File: config.mk
export PLATFORM = sky130hd
export DESIGN_NAME = alarm_ctrl
export DESIGN_NICKNAME = d
export VERILOG_FILES = /design/src/rtl/alarm_ctrl.sv
export SDC_FILE = /design/constraint.sdc
export NUM_CORES = 1
export LEC_CHECK = 0
export ABC_AREA = 1
export CAP_MARGIN = 15
export CORE_AREA = 4 4 74 59
export CTS_CLUSTER_DIAMETER = 40
export DETAILED_ROUTE_END_ITERATION = 10
export DIE_AREA = 0 0 78 63
export HOLD_SLACK_MARGIN = 0.05
export PLACE_DENSITY = 0.88
export SYNTH_ARGS = -nofsm -noshare
export SYNTH_HDL_FRONTEND = slang
export SYNTH_SLANG_ARGS = --single-unit
File: constraint.sdc
create_clock -name clk -period 3.8 [get_ports clk]
set_clock_uncertainty 0.05 [all_clocks]
set_input_delay 0.38 -clock clk [delete_from_list [all_inputs] [get_ports clk]]
set_output_delay 0.38 -clock clk [all_outputs]
set_load 0.05 [all_outputs]
File: src/rtl/alarm_ctrl.sv
// rtl/alarm_ctrl.sv - alarm clock ring/snooze/dismiss state machine
//
// Optional feature macro: ALARM_BEEP_PATTERN_EN
//   defined   : buzz starts high on RING entry and toggles on every tick_1hz
//   undefined : buzz follows ringing (continuous tone)
//
// Parameters
//   RING_SEC    ring duration in tick_1hz pulses before auto-off
//   SNOOZE_MIN  snooze delay in minutes
//   MAX_SNOOZE  snoozes allowed per alarm event
//
// Ports
//   clk             system clock, all state on rising edge
//   rst             synchronous active-high reset
//   tick_1hz        one-cycle pulse per second
//   cur_hr/cur_min  current time (0-23 / 0-59)
//   alm_hr/alm_min  alarm time
//   alarm_en        alarm armed (level)
//   setting_active  time/alarm being edited (level), blocks triggering from IDLE
//   dismiss         stop request (pulse)
//   snooze          snooze request (pulse)
//   buzz            buzzer drive
//   ringing         high in RING
//   snoozed         high in SNOOZE
//   alm_state       IDLE=0, RING=1, SNOOZE=2, DONE=3
//   snooze_cnt      snoozes taken in the current event

module alarm_ctrl #(
    parameter int RING_SEC   = 60,
    parameter int SNOOZE_MIN = 5,
    parameter int MAX_SNOOZE = 3
) (
    input  logic       clk,
    input  logic       rst,
    input  logic       tick_1hz,
    input  logic [4:0] cur_hr,
    input  logic [5:0] cur_min,
    input  logic [4:0] alm_hr,
    input  logic [5:0] alm_min,
    input  logic       alarm_en,
    input  logic       setting_active,
    input  logic       dismiss,
    input  logic       snooze,
    output logic       buzz,
    output logic       ringing,
    output logic       snoozed,
    output logic [1:0] alm_state,
    output logic [2:0] snooze_cnt
);

    typedef enum logic [1:0] {
        ST_IDLE   = 2'd0,
        ST_RING   = 2'd1,
        ST_SNOOZE = 2'd2,
        ST_DONE   = 2'd3
    } state_t;

    localparam int              RW        = (RING_SEC < 2) ? 1 : $clog2(RING_SEC + 1);
    localparam logic [RW-1:0]   RING_LOAD = RW'(RING_SEC);
    localparam logic [RW-1:0]   RING_ONE  = RW'(1);
    localparam logic [15:0]     SNZ_LOAD  = 16'(SNOOZE_MIN * 60);
    localparam logic [2:0]      SNZ_MAX   = 3'(MAX_SNOOZE);

    state_t         state_q;
    state_t         state_n;
    logic [RW-1:0]  ring_cnt;
    logic [RW-1:0]  ring_n;
    logic [15:0]    snz_cnt;
    logic [15:0]    snz_n;
    logic [2:0]     scnt_n;
    logic           buzz_n;

    logic match;
    logic trigger;
    logic stop_req;

    assign match    = (cur_hr == alm_hr) && (cur_min == alm_min);
    assign trigger  = match && alarm_en && !setting_active;
    assign stop_req = dismiss || !alarm_en;

    assign alm_state = state_q;

    // Next-state and counter update. Within RING/SNOOZE the if-chain order
    // sets the priority: stop request, then an accepted snooze, then tick expiry.
    // A snooze refused at the limit falls through so a coincident tick still counts.
    always_comb begin
        state_n = state_q;
        ring_n  = ring_cnt;
        snz_n   = snz_cnt;
        scnt_n  = snooze_cnt;
        case (state_q)
            ST_IDLE: begin
                if (trigger) begin
                    state_n = ST_RING;
                    ring_n  = RING_LOAD;
                end
            end
            ST_RING: begin
                if (stop_req) begin
                    state_n = ST_DONE;
                    scnt_n  = 3'd0;
                    ring_n  = '0;
                end else if (snooze && (snooze_cnt < SNZ_MAX)) begin
                    state_n = ST_SNOOZE;
                    scnt_n  = snooze_cnt + 3'd1;
                    snz_n   = SNZ_LOAD;
                end else if (tick_1hz) begin
                    if (ring_cnt <= RING_ONE) begin
                        state_n = ST_DONE;
                        scnt_n  = 3'd0;
                        ring_n  = '0;
                    end else begin
                        ring_n = ring_cnt - RING_ONE;
                    end
                end
            end
            ST_SNOOZE: begin
                if (stop_req) begin
                    state_n = ST_DONE;
                    scnt_n  = 3'd0;
                    snz_n   = 16'd0;
                end else if (tick_1hz) begin
                    if (snz_cnt <= 16'd1) begin
                        state_n = ST_RING;
                        ring_n  = RING_LOAD;
                        snz_n   = 16'd0;
                    end else begin
                        snz_n = snz_cnt - 16'd1;
                    end
                end
            end
            ST_DONE: begin
                // Held until the matching minute passes so the same minute
                // cannot retrigger the alarm.
                if (!match) begin
                    state_n = ST_IDLE;
                end
            end
            default: begin
                state_n = ST_IDLE;
                ring_n  = '0;
                snz_n   = 16'd0;
                scnt_n  = 3'd0;
            end
        endcase
    end

`ifdef ALARM_BEEP_PATTERN_EN
    logic beep_q;
    logic beep_n;

    // Beep phase: forced on when RING is entered, flipped by each tick that
    // keeps us in RING, and parked low elsewhere.
    always_comb begin
        beep_n = 1'b0;
        if (state_n == ST_RING) begin
            if (state_q != ST_RING) begin
                beep_n = 1'b1;
            end else if (tick_1hz) begin
                beep_n = ~beep_q;
            end else begin
                beep_n = beep_q;
            end
        end
    end

    assign buzz_n = beep_n;

    always_ff @(posedge clk) begin
        if (rst) begin
            beep_q <= 1'b0;
        end else begin
            beep_q <= beep_n;
        end
    end
`else
    assign buzz_n = (state_n == ST_RING);
`endif

    // State, counters and decoded outputs all register together so every
    // output reflects the state the cycle after its cause is sampled.
    always_ff @(posedge clk) begin
        if (rst) begin
            state_q    <= ST_IDLE;
            ring_cnt   <= '0;
            snz_cnt    <= 16'd0;
            snooze_cnt <= 3'd0;
            buzz       <= 1'b0;
            ringing    <= 1'b0;
            snoozed    <= 1'b0;
        end else begin
            state_q    <= state_n;
            ring_cnt   <= ring_n;
            snz_cnt    <= snz_n;
            snooze_cnt <= scnt_n;
            buzz       <= buzz_n;
            ringing    <= (state_n == ST_RING);
            snoozed    <= (state_n == ST_SNOOZE);
        end
    end

endmodule

==> results.txt, run 1 <==
- Run status: finished clean
* Unrepaired setup endpoints after global routing: false
- Die ar.: 4910 um^2
* Main synth FF type: sky130_fd_sc_hd__dfxtp_1
- TritonCTS built the clock tree.
- During I/O placement, the number of pins put on the boundary was 37.
- Mean cell area of the mapped netlist: 6.22 um^2
* Clock input transition at the sequential cells of the worst setup and hold paths: 0.06 ns
- After routing, the total negative slack on setup checks comes to 0 ns.
* Number of cells upsized or downsized after cts: 0
- Max frequency: roughly 470 MHz
* Total power consumption of the routed design: ~0.0011 W
- Clock latency on the worst-skew pair, taken at its later pin, is between 0.2 and 0.3 ns.
- CTS hold repair buffers: 0
- Total vias in the final route: just over 2k
* Die span in x: 78 um
- Detailed placer's ending HPWL: 3710 um
* Die height: 63 um
- Vias in the first global route: about 1.9k
- At the end of routability-driven placement, the weighted congestion stood at 0.821.
- Area added between synthesis and finish: 25.8%
* Fraction of post-synthesis cell area in the top cell type by area: between 20% and 30%
- The largest single stage delay on the critical path is 0.88 ns.
- 0 antenna diodes ended up in the layout.
- The count of buffers added on input and output ports is 36.
* Share of synthesized cell area in and, or, nand and nor gates: 40.0%
- Total clock buffers created by CTS: 5
* Drt wl/cell: roughly 11 um
- In this run, synthesis produced a sequential element count of 29.
- Net Switching: between 0.0004 and 0.0005 W
* Async set or reset register ratio after synthesis: 0%
- The min-delay analysis places its worst path in the category reg -> reg.
* VDD IR max: 0.000293 V
- Ranking of synthesized cells by area: sky130_fd_sc_hd__dfxtp_1 (29%), sky130_fd_sc_hd__nand2_1 (13%), sky130_fd_sc_hd__nor2_1 (11%)
* Max-slew violation count: 0
- The clock tree synthesis step divided the H-tree into 2 levels.
- Antenna violations before repair: 0
- The smallest clock period supported by the final layout is computed as 2.14 ns.
- Cell chosen for the clock root: sky130_fd_sc_hd__clkbuf_8
- Dividing the final minimum period by the clock period gives ~56%.
- Of the total power, combinational logic draws 38.1%.
- Leading cell type by number of instances after synthesis: sky130_fd_sc_hd__nand2_1
* TritonCTS Sinks: 29
- Total global routing track utilization: 20.6%
- At the pin with the least slew margin, the transition time is 0.502 ns.
* Maximum number of pins on one net before global-route repair: 16
- Counting flops with a built-in enable in the synthesized netlist gives 0.
- Buffers and inverters on the worst path: 1
- Total wire length after detailed routing: 4700 um
- During synthesis, Yosys emitted a total of 0 warnings.
- The first global-routing pass estimated 8220 um of wire.
- Leftover overflow at the end of global routing: 0
- Power density relative to cell area: 452 nW/um^2
* Ordered list of cells on the worst path: clkdlybuf4s50_1
- The initial utilization of the core area, before any placement, comes to 55.6%.
- In the routed design, unresolved DRC markers number 0.
- The final layout contains 394 nets.
- Max Cap Violations: 0
- At the worst endpoint, the required time is 3.37 ns.
* Type of the worst setup path: reg -> out
- Post-CTS Setup Bufs: 0
- Register share of total power: 33.0%
- Number of nets produced by synthesis: about 360
- The detailed router finished its first iteration with 177 violations.
- The worst setup path is captured at an output port.
- Of all cell types, the one taking the most synthesized area is sky130_fd_sc_hd__dfxtp_1.
- Number of hold violations in the final report: 0
- In this run the remaining antenna-violating nets after routing total 0.
- Share of power burned in the clock network: around 29%
- In this run the standard cell core region covers about 3600 um^2.
* Commonest cells post-synth: sky130_fd_sc_hd__nand2_1 (67), sky130_fd_sc_hd__nor2_1 (59), sky130_fd_sc_hd__inv_1 (47), sky130_fd_sc_hd__dfxtp_1 (29), sky130_fd_sc_hd__nand3_1 (20)
* Longest Clk Path Bufs: 2
- Synth unique cells: 35
- After synthesis, flip-flops and latches occupy 29.1% of the total area.
- Power Internal: 0.000719 W
- Cells fill 70.0% of the core in the end.
- The floorplan has 19 rows.
- Switching part of the total power: 36.6%
- In this run the worst path has a maximum fanout of 8.
- The largest individual stage delay along the critical path comes from the cell sky130_fd_sc_hd__clkdlybuf4s50_1.
* Synth Cell Area: approximately 2000 um^2
- Data arrives at the worst endpoint at 1.71 ns.
- Cells with a size suffix above 1 make up under 10% of the layout.
- Share of the synthesized area in compound gates (AO/OA/AOI/OAI): 10.5%
- Setup violations remaining at the end of the flow were counted as 0.
- Family with the most delay on the worst path: buffers and inverters
* Xor/xnor share of the synthesized area: roughly 5.7%
- Multiplexer share of the synthesized area: 0%
* Gate count of the mapped netlist: 321
- Count of TritonRoute iterations in the first routing pass: 5
* Static Leak: approximately 1.2 nW
- Vias/cell: 4.88
* Largest family of logic cells by synthesized area: simple AND/OR/NAND/NOR gates
- Of the total synthesized cell area, the portion taken by full adders, half adders and majority gates is 3.13%.
- Headroom to the max-slew limit came out at between 60% and 70%.
- Worst Setup Start Kind: register
-- power groups by stage --
stage                     combinational [W]  clock, W  sequential (W)
after floorplan                    0.000293         0        0.000400
after global placement             0.000415         0        0.000378
after detailed placement           0.000427         0        0.000379
after CTS                          0.000430  0.000333        0.000373
after global routing               0.000489  0.000343        0.000380
final                              0.000432  0.000328        0.000374
-- flip-flops by register name, summed over array words and instances (netlist names) --
name	cells
snooze_cnt	3
ring_cnt	6
snz_cnt	16
alm_state	2
ringing	1
snoozed	1
-- kinds of logic (layout without fill, tap and decap cells) --
family	after synthesis	in the layout
buffers and inverters	58	98
adder cells (fa/ha/maj)	5	5
AO/OA/AOI/OAI	38	38
AND/OR/NAND/NOR	178	178
XOR/XNOR	13	13
flip-flops	29	29
-- stage by stage --
| stage | hold WS (ns) | worst slack (ns) | instance area [um^2] | instances |
|---|---|---|---|---|
| 5_1_grt | 0.454 | 1.60 | 2510 | 413 |
| 2_1_floorplan | 0.389 | 1.99 | 2000 | 321 |
| 3_3_place_gp | 0.432 | 1.62 | 2390 | 405 |
| 3_5_place_dp | 0.402 | 1.53 | 2390 | 405 |
| 6_report | 0.416 | 1.66 | 2510 | 413 |
| 4_1_cts | 0.417 | 1.65 | 2510 | 413 |
-- path summary, 6_finish.rpt --
kind                     start            to  slack, ns  cells past startpoint
setup / recovery  alm_state[1]  alm_state[1]       1.66                      1
hold / removal      snz_cnt[1]    snz_cnt[1]       0.42                      2
setup reg to reg   ring_cnt[0]   ring_cnt[2]       1.94                      9
hold reg to reg     snz_cnt[1]    snz_cnt[1]       0.42                      2
-- layout make-up --
| class | instances | area [um^2] |
|---|---|---|
| inverters | 54 | 203 |
| well taps | 52 | 65.1 |
| flip-flops and latches | 29 | 581 |
| fillers | 296 | 1080 |
| clock inverters | 1 | 30.0 |
| clock buffers | 7 | 86.3 |
| repair buffers | 36 | 360 |
| multi-input cells | 234 | 1190 |
-- cell usage in the layout, fill, tap and decap left out --
| cell type | instances |
|---|---|
| sky130_fd_sc_hd__ha_1 | 5 |
| sky130_fd_sc_hd__o21ai_1 | 3 |
| sky130_fd_sc_hd__nand2_4 | 1 |
| sky130_fd_sc_hd__nor3_2 | 1 |
| sky130_fd_sc_hd__or2_0 | 2 |
| sky130_fd_sc_hd__nor2_2 | 4 |
| sky130_fd_sc_hd__o211ai_1 | 1 |
| sky130_fd_sc_hd__a21oi_1 | 19 |
| sky130_fd_sc_hd__nand3_2 | 1 |
| sky130_fd_sc_hd__a31oi_1 | 1 |
| sky130_fd_sc_hd__dfxtp_1 | 29 |
| sky130_fd_sc_hd__o21ai_0 | 11 |
| sky130_fd_sc_hd__inv_2 | 7 |
| sky130_fd_sc_hd__inv_1 | 47 |
| sky130_fd_sc_hd__xnor2_1 | 8 |
| sky130_fd_sc_hd__nand4_1 | 3 |
| sky130_fd_sc_hd__o21ai_4 | 1 |
| sky130_fd_sc_hd__o21a_1 | 1 |
| sky130_fd_sc_hd__nand2_2 | 4 |
| sky130_fd_sc_hd__nand3b_1 | 3 |
| sky130_fd_sc_hd__nand4_2 | 1 |
| sky130_fd_sc_hd__and3_1 | 1 |
| sky130_fd_sc_hd__a21boi_0 | 1 |
| sky130_fd_sc_hd__bufinv_16 | 1 |
| sky130_fd_sc_hd__nor2_4 | 2 |
| sky130_fd_sc_hd__clkdlybuf4s50_1 | 36 |
| sky130_fd_sc_hd__nand3_1 | 20 |
| sky130_fd_sc_hd__clkbuf_1 | 1 |
| sky130_fd_sc_hd__nor3_1 | 5 |
| sky130_fd_sc_hd__nor2_1 | 59 |
| sky130_fd_sc_hd__or2_1 | 1 |
| sky130_fd_sc_hd__nand2_1 | 67 |
| sky130_fd_sc_hd__clkbuf_8 | 6 |
| sky130_fd_sc_hd__or2_2 | 3 |
| sky130_fd_sc_hd__xor2_1 | 5 |
-- layer usage --
layer,GRT usage (%),up-vias,part of all wire [%]
met2,32.3,60,44
li1,-,1075,-
met5,0,-,0
met3,4.76,9,6.4
met4,6.77,0,1.3
met1,27.8,871,49
Note: power is estimated with default switching activity, not from simulation.
==> run 2: changes to the inputs <==
--- a/config.mk
+++ b/config.mk
@@ -7,12 +7,12 @@
 export LEC_CHECK = 0
 export ABC_AREA = 1
 export CAP_MARGIN = 15
-export CORE_AREA = 4 4 74 59
+export CORE_AREA = 4 4 77 61
 export CTS_CLUSTER_DIAMETER = 40
 export DETAILED_ROUTE_END_ITERATION = 10
-export DIE_AREA = 0 0 78 63
+export DIE_AREA = 0 0 81 65
 export HOLD_SLACK_MARGIN = 0.05
-export PLACE_DENSITY = 0.88
+export PLACE_DENSITY = 0.83
 export SYNTH_ARGS = -nofsm -noshare
 export SYNTH_HDL_FRONTEND = slang
 export SYNTH_SLANG_ARGS = --single-unit
==> constraint.sdc (replaced) <==
create_clock -name clk -period 2.1 [get_ports clk]
set_clock_uncertainty 0.05 [all_clocks]
set_input_delay 0.21 -clock clk [delete_from_list [all_inputs] [get_ports clk]]
set_output_delay 0.21 -clock clk [all_outputs]
set_load 0.05 [all_outputs]
==> run 2 against run 1 <==
Non-clock buffer count grew 4. Total power grew 70%. Critical path type unchanged. Combinational power grew 82%. Largest power group unchanged. Sequential power grew 81%. Clock power grew 42%. Highest routed layer unchanged.
==> results.txt, run 2 (synthesized netlist as in run 1, its figures left out) <==
- Total global routing track utilization: 20.2%
- In this run the most critical hold path is launched from snz_cnt[1].
* Total clock buffers created by CTS: 5
- The library cells used most frequently in the layout, excluding fill and tap cells, are sky130_fd_sc_hd__nand2_1 (67), sky130_fd_sc_hd__nor2_1 (59), sky130_fd_sc_hd__inv_1 (47).
- Worst Setup Start Kind: register
- Counting instances, the worst hold path has a depth of 2.
- End of the worst register-to-register path: snooze_cnt[0]
- Core utilization of the finished layout: 63.6%
* Leftover overflow at the end of global routing: 0
- Total wire length after detailed routing: 4700 um
- Counting both buffers and inverters, the worst setup path holds a total of 1.
- Clock tree from TritonCTS: yes
* Vias/cell: approximately 5
- Total power consumption of the routed design: 0.00193 W
- The longest clock path from root to sink contains 2 buffers.
- The number of antenna diodes in the final layout is 0.
- The kind of cell with the highest combined delay along the critical path is buffers and inverters.
- Critical path's slowest cell: sky130_fd_sc_hd__clkdlybuf4s50_1
- For this run, the slowest stage of the critical path takes between 0.8 and 0.9 ns.
* Max frequency: 505 MHz
- After the last flow step, the layout net total stands at about 400.
- Area added between synthesis and finish: 25.9%
* VDD IR max: 0.000365 V
- DRC violations left: 0
- The detail route stage leaves a number of antenna-violating nets equal to 0.
* Post-CTS Setup Bufs: 0
* Vias in the first global route: 1953
- Core Region: 3950 um^2
- Clock latency on the worst-skew pair, taken at its later pin, is 0.29 ns.
* Input/output buffers: 36
* Final worst path period share: 94.2%
- The H-tree was split into 2 levels.
* Crit path arrival time: 1.72 ns
* Setup TNS: 0 ns
* Antenna violations before repair: 0
- Once the floorplan was initialized, standard cells occupied 50.5% of the core.
* Count of TritonRoute iterations in the first routing pass: 4
- Unrepaired setup endpoints after global routing: false
- Detailed placer's ending HPWL: 3630 um
* Post-detailed-placement cell area: 2430 um^2
- For this design the static power due to leakage is 1.22 nW.
- In this run the register-to-register setup slack is around 0.33 ns.
* Worst slew slack as a fraction of its limit: 66.1%
- Setup violations remaining at the end of the flow were counted as 0.
* Cell chosen for the clock root: sky130_fd_sc_hd__clkbuf_8
- Worst Hold End: snz_cnt[1]
- In the final layout, the share of cells above drive strength 1 is 9.62%.
- The clock drives 29 sinks.
- The critical path goes through clkdlybuf4s50_1.
- After detailed routing, the average wire length per cell comes to 11.2 um.
- Data on the critical path is required at its endpoint by between 1.5 and 2 ns.
- In this run the worst hold path is classified as reg -> reg.
- Worst-Margin Slew: between 0.5 and 0.6 ns
* Die ar.: 5270 um^2
- The largest registers in the layout are snz_cnt (16), ring_cnt (6), snooze_cnt (3).
- Clock-pin slew was measured on the worst setup and hold paths at 0.06 ns.
- Cell count of the worst reg-to-reg path: 9
- Most common library cell in the layout ignoring fill and taps: sky130_fd_sc_hd__nand2_1
- STA classifies the critical path endpoint as an output port.
- At the end of routability-driven placement, the weighted congestion stood at 0.899.
- The first global-routing pass estimated 8400 um of wire.
- Type of the worst setup path: reg -> out
* Number of violations reported at the end of detailed-routing iteration 0: 132
- Ranked by flip-flop count, first place goes to snz_cnt.
- CTS hold repair buffers: 0
* Run status: finished clean
- The register with the most flip-flops in the layout has 16 of them.
* Total vias in the final route: just over 2k
- Peak fanout along the critical path: 8
- Power density relative to cell area: 767 nW/um^2
- Standard-cell row count: 20
* Cell area after layout: 2510 um^2
- Maximum number of pins on one net before global-route repair: 12
- The worst register-to-register path begins at ring_cnt[0].
- Count of boundary I/O pins: 37
- Once the clock tree was built, the resizer swapped 0 gates to a different size.
- The floorplan step set the die height to 65 um.
- Final std cells w/o fill: 419
- Once placement completed, the tool counted placed cells totaling 412.
- Min Tclk post-route: 1.98 ns
* Number of hold violations in the final report: 0
* Die span in x: 81 um
- Max Cap Violations: 0
* Max-slew violation count: 0
run 2: cell count changes in the layout (fill, tap and decap cells not counted):
cell,delta
sky130_fd_sc_hd__buf_4,+4
sky130_fd_sc_hd__bufinv_16,-1
run 2: worst max path at each step:
stage,start,slack (ns),cells past startpoint,to
2_1_floorplan,alm_state[0],0.29,9,snz_cnt[11]
3_5_place_dp,alarm_en,0.12,10,snz_cnt[11]
5_1_grt,alm_state[1],0.09,1,alm_state[1]
3_3_place_gp,alarm_en,0.18,10,snz_cnt[14]
4_1_cts,alm_state[1],0.12,1,alm_state[1]
6_report,alm_state[1],0.12,1,alm_state[1]
run 2: routing by layer:
metal / track usage, % / up-vias / part of all wire [%]
met3: 6.67 / 7 / 8.1
met1: 26.8 / 897 / 49
met2: 30.2 / 65 / 41
met4: 7.38 / 0 / 1.8
met5: 0 / - / 0
li1: - / 1087 / -
run 2: final cells by class:
| cell class | count | area [um^2] |
|---|---|---|
| inverters | 54 | 203 |
| flip-flops and latches | 29 | 581 |
| repair buffers | 40 | 390 |
| clock buffers | 7 | 86.3 |
| fillers | 371 | 1440 |
| multi-input cells | 234 | 1190 |
| well taps | 55 | 68.8 |
run 2: per-stage QoR:
stage | setup WS, ns | hold WS [ns]
after floorplan | 0.290 | 0.229
after global placement | 0.180 | 0.402
after detailed placement | 0.122 | 0.410
after CTS | 0.121 | 0.420
after global routing | 0.0887 | 0.470
final | 0.121 | 0.416
run 2: power breakdown:
group / internal (W) / leakage, nW / switching [W] / total, W
logic: 0.000311 / 0.943 / 0.000474 / 0.000785
clock network: 0.000259 / 0.0443 / 0.000208 / 0.000467
registers: 0.000612 / 0.235 / 0.0000643 / 0.000676
total: 0.00118 / 1.22 / 0.000747 / 0.00193
